`config.mk`:
```
export PLATFORM = sky130hd
export DESIGN_NAME = rw_window_responder
export DESIGN_NICKNAME = d
export VERILOG_FILES = /design/src/rtl/rw_window_pkg.sv /design/src/rtl/rw_window_mem.sv /design/src/rtl/rw_window_responder.sv
export SDC_FILE = /design/constraint.sdc
export NUM_CORES = 1
export LEC_CHECK = 0
export CORE_MARGIN = 2
export CORE_UTILIZATION = 35
export DETAILED_ROUTE_END_ITERATION = 7
export GPL_TIMING_DRIVEN = 0
export PLACE_DENSITY = 0.54
export SLEW_MARGIN = 15
export SYNTH_ARGS = -nofsm -noshare
export SYNTH_HDL_FRONTEND = slang
export SYNTH_SLANG_ARGS = --single-unit
```
`constraint.sdc`:
```
create_clock -name clk -period 3.4 [get_ports clk]
set_input_delay 0.51 -clock clk [delete_from_list [all_inputs] [get_ports clk]]
set_output_delay 0.51 -clock clk [all_outputs]
set_load 0.05 [all_outputs]
```
`src/rtl/rw_window_pkg.sv`:
```
// rw_window_pkg: shared types and constants for the write/read window responder.
//   state_t    responder FSM states
//   DATA_W_DEF default captured word width
//   DEPTH_DEF  default buffer depth (power of 2, >= 2)
//   missSat()  saturation value of a frame statistic counter of a given width
package rw_window_pkg;

    typedef enum logic [1:0] {IDLE, WRITE, READ} state_t;

    localparam int DATA_W_DEF = 8;
    localparam int DEPTH_DEF  = 32;

    function automatic int missSat(input int w);
        return (1 << w) - 1;
    endfunction

endpackage

```
`src/rtl/rw_window_mem.sv`:
```
// rw_window_mem: simple dual-port buffer RAM, synchronous write, registered read.
//   clk    clock, posedge
//   rst    asynchronous active-low reset (read register only; storage is not reset)
//   we     write enable;  wAddr/wData  write address and word
//   re     read enable;   rAddr        read address
//   rData  registered read word, holds between reads
module rw_window_mem
    import rw_window_pkg::*;
#(
    parameter int DATA_W = DATA_W_DEF,
    parameter int DEPTH  = DEPTH_DEF,
    parameter int ADDR_W = $clog2(DEPTH)
) (
    input  logic              clk,
    input  logic              rst,
    input  logic              we,
    input  logic [ADDR_W-1:0] wAddr,
    input  logic [DATA_W-1:0] wData,
    input  logic              re,
    input  logic [ADDR_W-1:0] rAddr,
    output logic [DATA_W-1:0] rData
);

    logic [DATA_W-1:0] mem [DEPTH];

    always_ff @(posedge clk)
        if (we) mem[wAddr] <= wData;

    always_ff @(posedge clk or negedge rst)
        if (!rst) rData <= '0;
        else if (re) rData <= mem[rAddr];

endmodule

```
`src/rtl/rw_window_responder.sv`:
```
// rw_window_responder: captures words during the write window and drains them in order during the read window.
//   clk         clock, posedge
//   rst         asynchronous active-low reset
//   txWr/txRd   write / read window levels
//   wrData      word captured on write cycles
//   rdData      drained word, valid when rdValid
//   frameDone   one-cycle pulse after the read window closes
//   frameWrLen  words accepted in the last frame
//   frameRdLen  words drained in the last frame
//   frameMiss   read cycles that found the buffer empty (saturating)
//   overflow    sticky, a write was dropped on a full buffer
//   windowErr   sticky, both windows were high together
module rw_window_responder
    import rw_window_pkg::*;
#(
    parameter int DATA_W = DATA_W_DEF,
    parameter int DEPTH  = DEPTH_DEF,
    parameter int ADDR_W = $clog2(DEPTH)
) (
    input  logic              clk,
    input  logic              rst,
    input  logic              txWr,
    input  logic              txRd,
    input  logic [DATA_W-1:0] wrData,
    output logic [DATA_W-1:0] rdData,
    output logic              rdValid,
    output logic              frameDone,
    output logic [ADDR_W:0]   frameWrLen,
    output logic [ADDR_W:0]   frameRdLen,
    output logic [ADDR_W:0]   frameMiss,
    output logic              overflow,
    output logic              windowErr
);

    localparam logic [ADDR_W:0] FULL     = (ADDR_W+1)'(DEPTH);
    localparam logic [ADDR_W:0] MISS_SAT = (ADDR_W+1)'(missSat(ADDR_W + 1));

    state_t            state;
    logic [ADDR_W-1:0] wrPtr, rdPtr;
    logic [ADDR_W:0]   count, wrCnt, rdCnt, missCnt;
    logic              both, wrCyc, rdCyc, doWr, doRd, frameEnd;

    assign both     = txWr & txRd;
    assign wrCyc    = txWr & ~txRd & (state != READ);
    assign rdCyc    = txRd & ~txWr & (state != WRITE);
    assign doWr     = wrCyc & (count != FULL);
    assign doRd     = rdCyc & (count != '0);
    // The frame ends on the first sample of a closed read window while in READ.
    assign frameEnd = (state == READ) & ~txRd;

    always_ff @(posedge clk or negedge rst)
        if (!rst) begin
            state      <= IDLE;
            wrPtr      <= '0;
            rdPtr      <= '0;
            count      <= '0;
            wrCnt      <= '0;
            rdCnt      <= '0;
            missCnt    <= '0;
            rdValid    <= 1'b0;
            frameDone  <= 1'b0;
            frameWrLen <= '0;
            frameRdLen <= '0;
            frameMiss  <= '0;
            overflow   <= 1'b0;
            windowErr  <= 1'b0;
        end else begin
            rdValid   <= doRd;
            frameDone <= frameEnd;
            if (both) windowErr <= 1'b1;
            if (wrCyc && !doWr) overflow <= 1'b1;
            if (frameEnd) begin
                frameWrLen <= wrCnt;
                frameRdLen <= rdCnt;
                frameMiss  <= missCnt;
                wrPtr      <= '0;
                rdPtr      <= '0;
                count      <= '0;
                wrCnt      <= '0;
                rdCnt      <= '0;
                missCnt    <= '0;
            end else begin
                if (doWr) begin
                    wrPtr <= wrPtr + 1'b1;
                    count <= count + 1'b1;
                    wrCnt <= wrCnt + 1'b1;
                end
                if (doRd) begin
                    rdPtr <= rdPtr + 1'b1;
                    count <= count - 1'b1;
                    rdCnt <= rdCnt + 1'b1;
                end
                if (rdCyc && !doRd && missCnt != MISS_SAT) missCnt <= missCnt + 1'b1;
            end
            state <= both            ? IDLE :
                     (state == IDLE)  ? (txWr ? WRITE : txRd ? READ : IDLE) :
                     (state == WRITE) ? (txWr ? WRITE : IDLE) :
                                        (txRd ? READ : IDLE);
        end

    rw_window_mem #(
        .DATA_W(DATA_W),
        .DEPTH (DEPTH),
        .ADDR_W(ADDR_W)
    ) uMem (
        .clk  (clk),
        .rst  (rst),
        .we   (doWr),
        .wAddr(wrPtr),
        .wData(wrData),
        .re   (doRd),
        .rAddr(rdPtr),
        .rData(rdData)
    );

endmodule

```
### Word level (Yosys, flattened, before mapping)

Memory sizes are Yosys's and may differ from the RTL's. A register that Yosys moved wholly into a read port is not among the register bits.
Index checks and enable logic that the tools add are counted.

| operators by class | value |
|---|---|
| add/sub/neg operators | 7 |
| multipliers | 0 |
| div/mod/pow operators | 0 |
| $lt $le $gt $ge | 0 |
| eq/ne operators | 6 |
| shifts and indexed selects | 0 |
| mux-type cells | 21 |
| bitwise logic cells | 10 |
| reduce and logical (&&, ||, !) cells | 12 |

Operators with widths:

| kind | count |
|---|---|
| $mux 6 | 9 |
| $add 6x1->6 const B | 4 |
| $mux 5 | 4 |
| $ne 6x6->1 const B | 2 |
| $add 5x1->5 const B | 2 |
| $mux 2 | 5 |
| $and 1x1->1 | 8 |
| $reduce_bool 2->1 | 3 |
| $reduce_bool 6->1 | 1 |
| $sub 6x1->6 const B | 1 |
| $logic_and 1x1->1 | 3 |
| $logic_not 1->1 | 3 |
| $mux 1 | 3 |
| $reduce_bool 3->1 | 1 |
| $eq 2x1->1 const B | 1 |
| $eq 2x2->1 const B | 1 |
| $logic_not 2->1 | 1 |
| $ne 2x1->1 const B | 1 |
| $ne 2x2->1 const B | 1 |
| $not 1->1 | 2 |

| storage, ports and cells | value |
|---|---|
| register bits after elaboration | 58 |
| latch bits | 0 |
| RAM bits | 256 |
| ROM bits | 0 |
| bits of input ports | 12 |
| output and inout port bits | 30 |
| word-level logic and storage cells | 71 |
| memories kept | 1 |

Memories:

| name | depth | width | read ports | clocked after Yosys merged registers in | wr ports | RTL line | source |
|---|---|---|---|---|---|---|---|
| uMem.mem | 32 | 8 | 1 | 1 | 1 | rw_window_mem.sv:24 | `logic [DATA_W-1:0] mem [DEPTH];` |

### Depth between registers and ports, before layout

| logic depth | value |
|---|---|
| depth after elaboration | 9 |
| mapped depth | 10 |

### Hierarchy

From an unflattened synthesis, not the netlist that was laid out.

| unflattened totals | value |
|---|---|
| cell total of the unflattened synthesis | 877 |
| area total of the unflattened synthesis | 13177.6 µm² |

By module, submodules not included:

| module | instances | cells each | area an instance (µm²) | sequential area each (µm²) |
|---|---|---|---|---|
| rw_window_mem | 1 | 591 | 10421.2 | 7887.6 |
| rw_window_responder | 1 | 286 | 2756.4 | 1451.4 |

### Least setup slack after synthesis

OpenSTA, ideal clock, no wires.

| timing path | value |
|---|---|
| path kind | reg-to-reg |
| from | register count[0] |
| to | register count[5] |
| library setup time | 104 ps |
| arrival time | 2975 ps |
| required time | 3296 ps |
| slack | 321 ps |
| cell stages (with the launch flop) | 11 |
| buffers on the path | 1 |
| cells stage by stage | dfrtp_1 -> or4_4 -> nor3_1 -> nor2_1 -> buf_2 -> ha_1 -> a211oi_1 -> o21bai_1 -> a21o_1 -> mux2_2 -> o311ai_1 |

| on the way | value |
|---|---|
| word-level cells in the longest chain between the ends | 4 |

Ends and longest elaborated chain:

| element | RTL line | source |
|---|---|---|
| from (decl) | rw_window_responder.sv:40 | `logic [ADDR_W:0] count, wrCnt, rdCnt, missCnt;` |
| from (signal assigned) | rw_window_responder.sv:85 | `count <= count + 1'b1;` |
| from (signal assigned) | rw_window_responder.sv:90 | `count <= count - 1'b1;` |
| $reduce_bool 6->1 * | rw_window_responder.sv:47 | `assign doRd = rdCyc & (count != '0);` |
| $and 1x1->1 * | rw_window_responder.sv:47 |  |
| named net doRd | rw_window_responder.sv:41 | `logic both, wrCyc, rdCyc, doWr, doRd, frameEnd;` |
| $mux 6 | rw_window_responder.sv:88 | `if (doRd) begin` |
| $mux 6 | rw_window_responder.sv:72 | `if (frameEnd) begin` |

The timed path passes the listed nets; every way through them passes the cells marked *. The select of a mux whose other input is x is not followed.
A chain may end at the register's enable or synchronous reset.

### Worst setup path after layout

Ends and elaborated chain as after synthesis.

==> results.sh <==
export IMPL_maxCapViolations=0
export IMPL_synthTopCellsByArea="edfxtp_1 (59%), dfrtp_1 (13%), mux4_2 (8.3%)"
export IMPL_grt_ovfl_total=0
export IMPL_synth_edf_count=256
export IMPL_crit_family="simple AND/OR/NAND/NOR gates"
export IMPL_nets=890
export IMPL_grt_pass1_vias=7008
export IMPL_synth_seq_area_share=0.720
export IMPL_synth_most_common_cell="edfxtp_1"
export IMPL_place_area_mm2=0.0140
export IMPL_fmaxAchievable_ghz=0.318
export IMPL_drtIter0Drc=519
export IMPL_tritoncts="built"
export IMPL_routed_wl_mm=28.7
export IMPL_design_area_mm2=0.0151
export IMPL_p_leak_nw=5.25
export IMPL_slowest_delay_ns=0.57
export IMPL_grt_pass1_wl_mm=43.6
export IMPL_final_hold_violation_count=0
export IMPL_synthesis_nets=807
export IMPL_die_area_mm2=0.0386
export IMPL_synth_flop_cell="edfxtp_1"
export IMPL_whs_ns=0.449
export IMPL_fillers=3270
export IMPL_start_util=0.355
export IMPL_core_mm2=0.0365
export IMPL_fin_util=0.415
export IMPL_endpoint_kind="flop"
export IMPL_worst_pin_slew_ns=1.11
export IMPL_netlist_area_mm2=0.0130
export IMPL_wl_per_cell_um=21.1
export IMPL_crit_path_start_kind="flop"
export IMPL_grt_max_degree=42
export IMPL_setup_tns_ns=0
export IMPL_drc=0
export IMPL_cts_root_buf="clkbuf_16"
export IMPL_ys_ff_latch=322
export IMPL_rsz0062_at_grt="false"
export IMPL_drv_slew=0
export IMPL_yosysTopAreaCell="edfxtp_1"
export IMPL_critPathKind="reg2reg"
export IMPL_cp_data_required_time_ns=3.82
export IMPL_status="complete, no violations"
export IMPL_period_share=0.924
export IMPL_hold_path_class="in2async"
export IMPL_grt_usage=0.151
export IMPL_cts_sinks=322
export IMPL_cts_buffers=36
export IMPL_syn2layout_area_growth_pct=16.9
export IMPL_grt_antenna_before_repair=0
export IMPL_rows=70
export IMPL_fin_cells=1360
export IMPL_synth_commonest_cells="edfxtp_1 (256), nand2_1 (77), nor2_1 (68)"
export IMPL_ioPinCount=42
export IMPL_crit_buf_inv=1
export IMPL_dp_cells=1292
export IMPL_first_pass_iters=4
export IMPL_ys_async_sr_fraction=0.205
export IMPL_path_cells="or4_4, nor3_4, nor2_2, buf_6, ha_1, a211oi_2, o21bai_1, a21o_1, mux2_2, o311ai_1"
export IMPL_gp_congestion=0.783
export IMPL_postSynthAreaPerCell_um2=16.6
export IMPL_setup_violations=0
export IMPL_yosysWarnings=0
export IMPL_vias=6930
export IMPL_layout_drive_gt1_share=0.168
export IMPL_drtAntennaViolNets=0
export IMPL_ff_latch_area_mm2=0.00934
export IMPL_multi_input_area_mm2=0.00340
export IMPL_dp_hpwl_mm=18.6
export IMPL_h_tree_depth=2
export IMPL_irDropWorstVdd_uv=325
export IMPL_relSlewSlack=0.257
export IMPL_die_h_um=196
export IMPL_viasPerCell=5.10
export IMPL_antenna_cells=0
export IMPL_io_buffers=41
export IMPL_clockBufferDepth=3
export IMPL_synth_cell_type_count=55
export IMPL_power_density_mw_per_mm2=761
export IMPL_syn_inst=782
export IMPL_crit_slowest_cell="or4_4"
export IMPL_yosysTopAreaCellShare=0.593
export IMPL_path_clk_slew_ns=0.06
export IMPL_fin_crit_ns=3.14
export IMPL_clk_latency_ns=0.52
export IMPL_die_w_um=196
export IMPL_crit_fanout=15
export IMPL_fin_skew_ns=0.0133
export IMPL_arrival_ns=3.56
## final cells by class
| cell class | count | share of cell area |
|---|---|---|
| Sequential cell | 322 | 0.617 |
| Multi-Input combinational cell | 411 | 0.224 |
| Clock buffer | 45 | 0.0617 |
| Tap cell | 468 | 0.0387 |
| Timing Repair Buffer | 45 | 0.0276 |
| Buffer | 41 | 0.0148 |
| Clock inverter | 20 | 0.0146 |
| Inverter | 8 | 0.00198 |
## where the power goes
group | switching [mW] | internal (mW) | leakage, nW | total (mW)
Clock | 1.54 | 2.27 | 0.566 | 3.81
Combinational | 1.76 | 1.22 | 1.53 | 2.98
Sequential | 0.222 | 4.52 | 3.15 | 4.74
## metrics by stage
stage | power [mW] | worst slack [ns]
2_1_floorplan | 6.81 | 0.321
3_3_place_gp | 7.76 | -0.609
3_5_place_dp | 7.79 | -0.421
4_1_cts | 11.6 | 0.00811
5_1_grt | 12.0 | 0.00693
6_report | 11.5 | 0.258
## repair_timing
item                                   CTS  global route
endpoints found under the hold margin   25             0
pin swaps                                0             1
setup buffers                            0             2
setup endpoints to repair                2             1
hold buffers                             1             0
resized for setup                        2             7
## worst reg2reg max path, cell delays in order, from the launching register on
cell and delay [ns]:
dfrtp_2 0.45, or4_4 0.57, nor3_4 0.32, nor2_2 0.12, buf_6 0.20, ha_1 0.32
a211oi_2 0.26, o21bai_1 0.10, a21o_1 0.21, mux2_2 0.27, o311ai_1 0.23
## metal layers
layer | vias up | GRT usage | share of wire | wire [um]
met1 | 3551 | 0.215 | 0.47 | 13600
met3 | 47 | 0.0224 | 0.040 | 1140
met4 | 0 | 0.0471 | 0.025 | 716
li1 | 3168 | - | - | -
met2 | 164 | 0.242 | 0.46 | 13300
met5 | - | 0 | 0 | 0
## cells by family after synthesis
group,share of synthesized area
compound gates,0.0391
mux,0.117
fa+ha+maj,0.0131
flops,0.720
simple gates,0.0754
xor+xnor,0.0162
buf+inv,0.0191
## sequential cells by signal, indices dropped and copies added (netlist names)
name and count:
frameDone 1, wrPtr 5, rdValid 1, rdCnt 6, missCnt 6, state 2
count 6, frameWrLen 6, wrCnt 6, rdPtr 5, windowErr 1, uMem.mem 256
frameMiss 6, uMem.rData 8, frameRdLen 6, overflow 1
## cells in the final DEF (no fill, tap or decap), types with 8 or more instances in the layout
cell type / Yosys / routed
a21oi_1: 11 / 11
buf_2: 8 / 14
buf_4: 6 / 9
clkbuf_1: 18 / 27
clkbuf_16: 0 / 36
clkdlybuf4s50_1: 0 / 33
clkinv_1: 1 / 8
dfrtp_1: 66 / 65
edfxtp_1: 256 / 256
ha_1: 12 / 12
mux2i_1: 42 / 42
mux4_2: 48 / 48
nand2_1: 77 / 77
nand3_1: 10 / 10
nand4_1: 13 / 13
nor2_1: 68 / 67
nor2b_1: 11 / 11
o22ai_1: 17 / 17
xnor2_1: 14 / 14
xor2_1: 10 / 10
## final timing paths
check,start,endpoint,slack [ns],cells past startpoint
max in group asynchronous,rst,frameWrLen[2],2.39,3
worst min register to register,state[1],state[0],0.46,1
min in group clk,state[1],state[0],0.46,1
worst max-delay path,count[0],count[5],0.26,10
worst max register to register,count[0],count[5],0.26,10
worst min-delay path,rst,missCnt[2],0.45,2
Note: power is estimated with default switching activity, not from simulation.
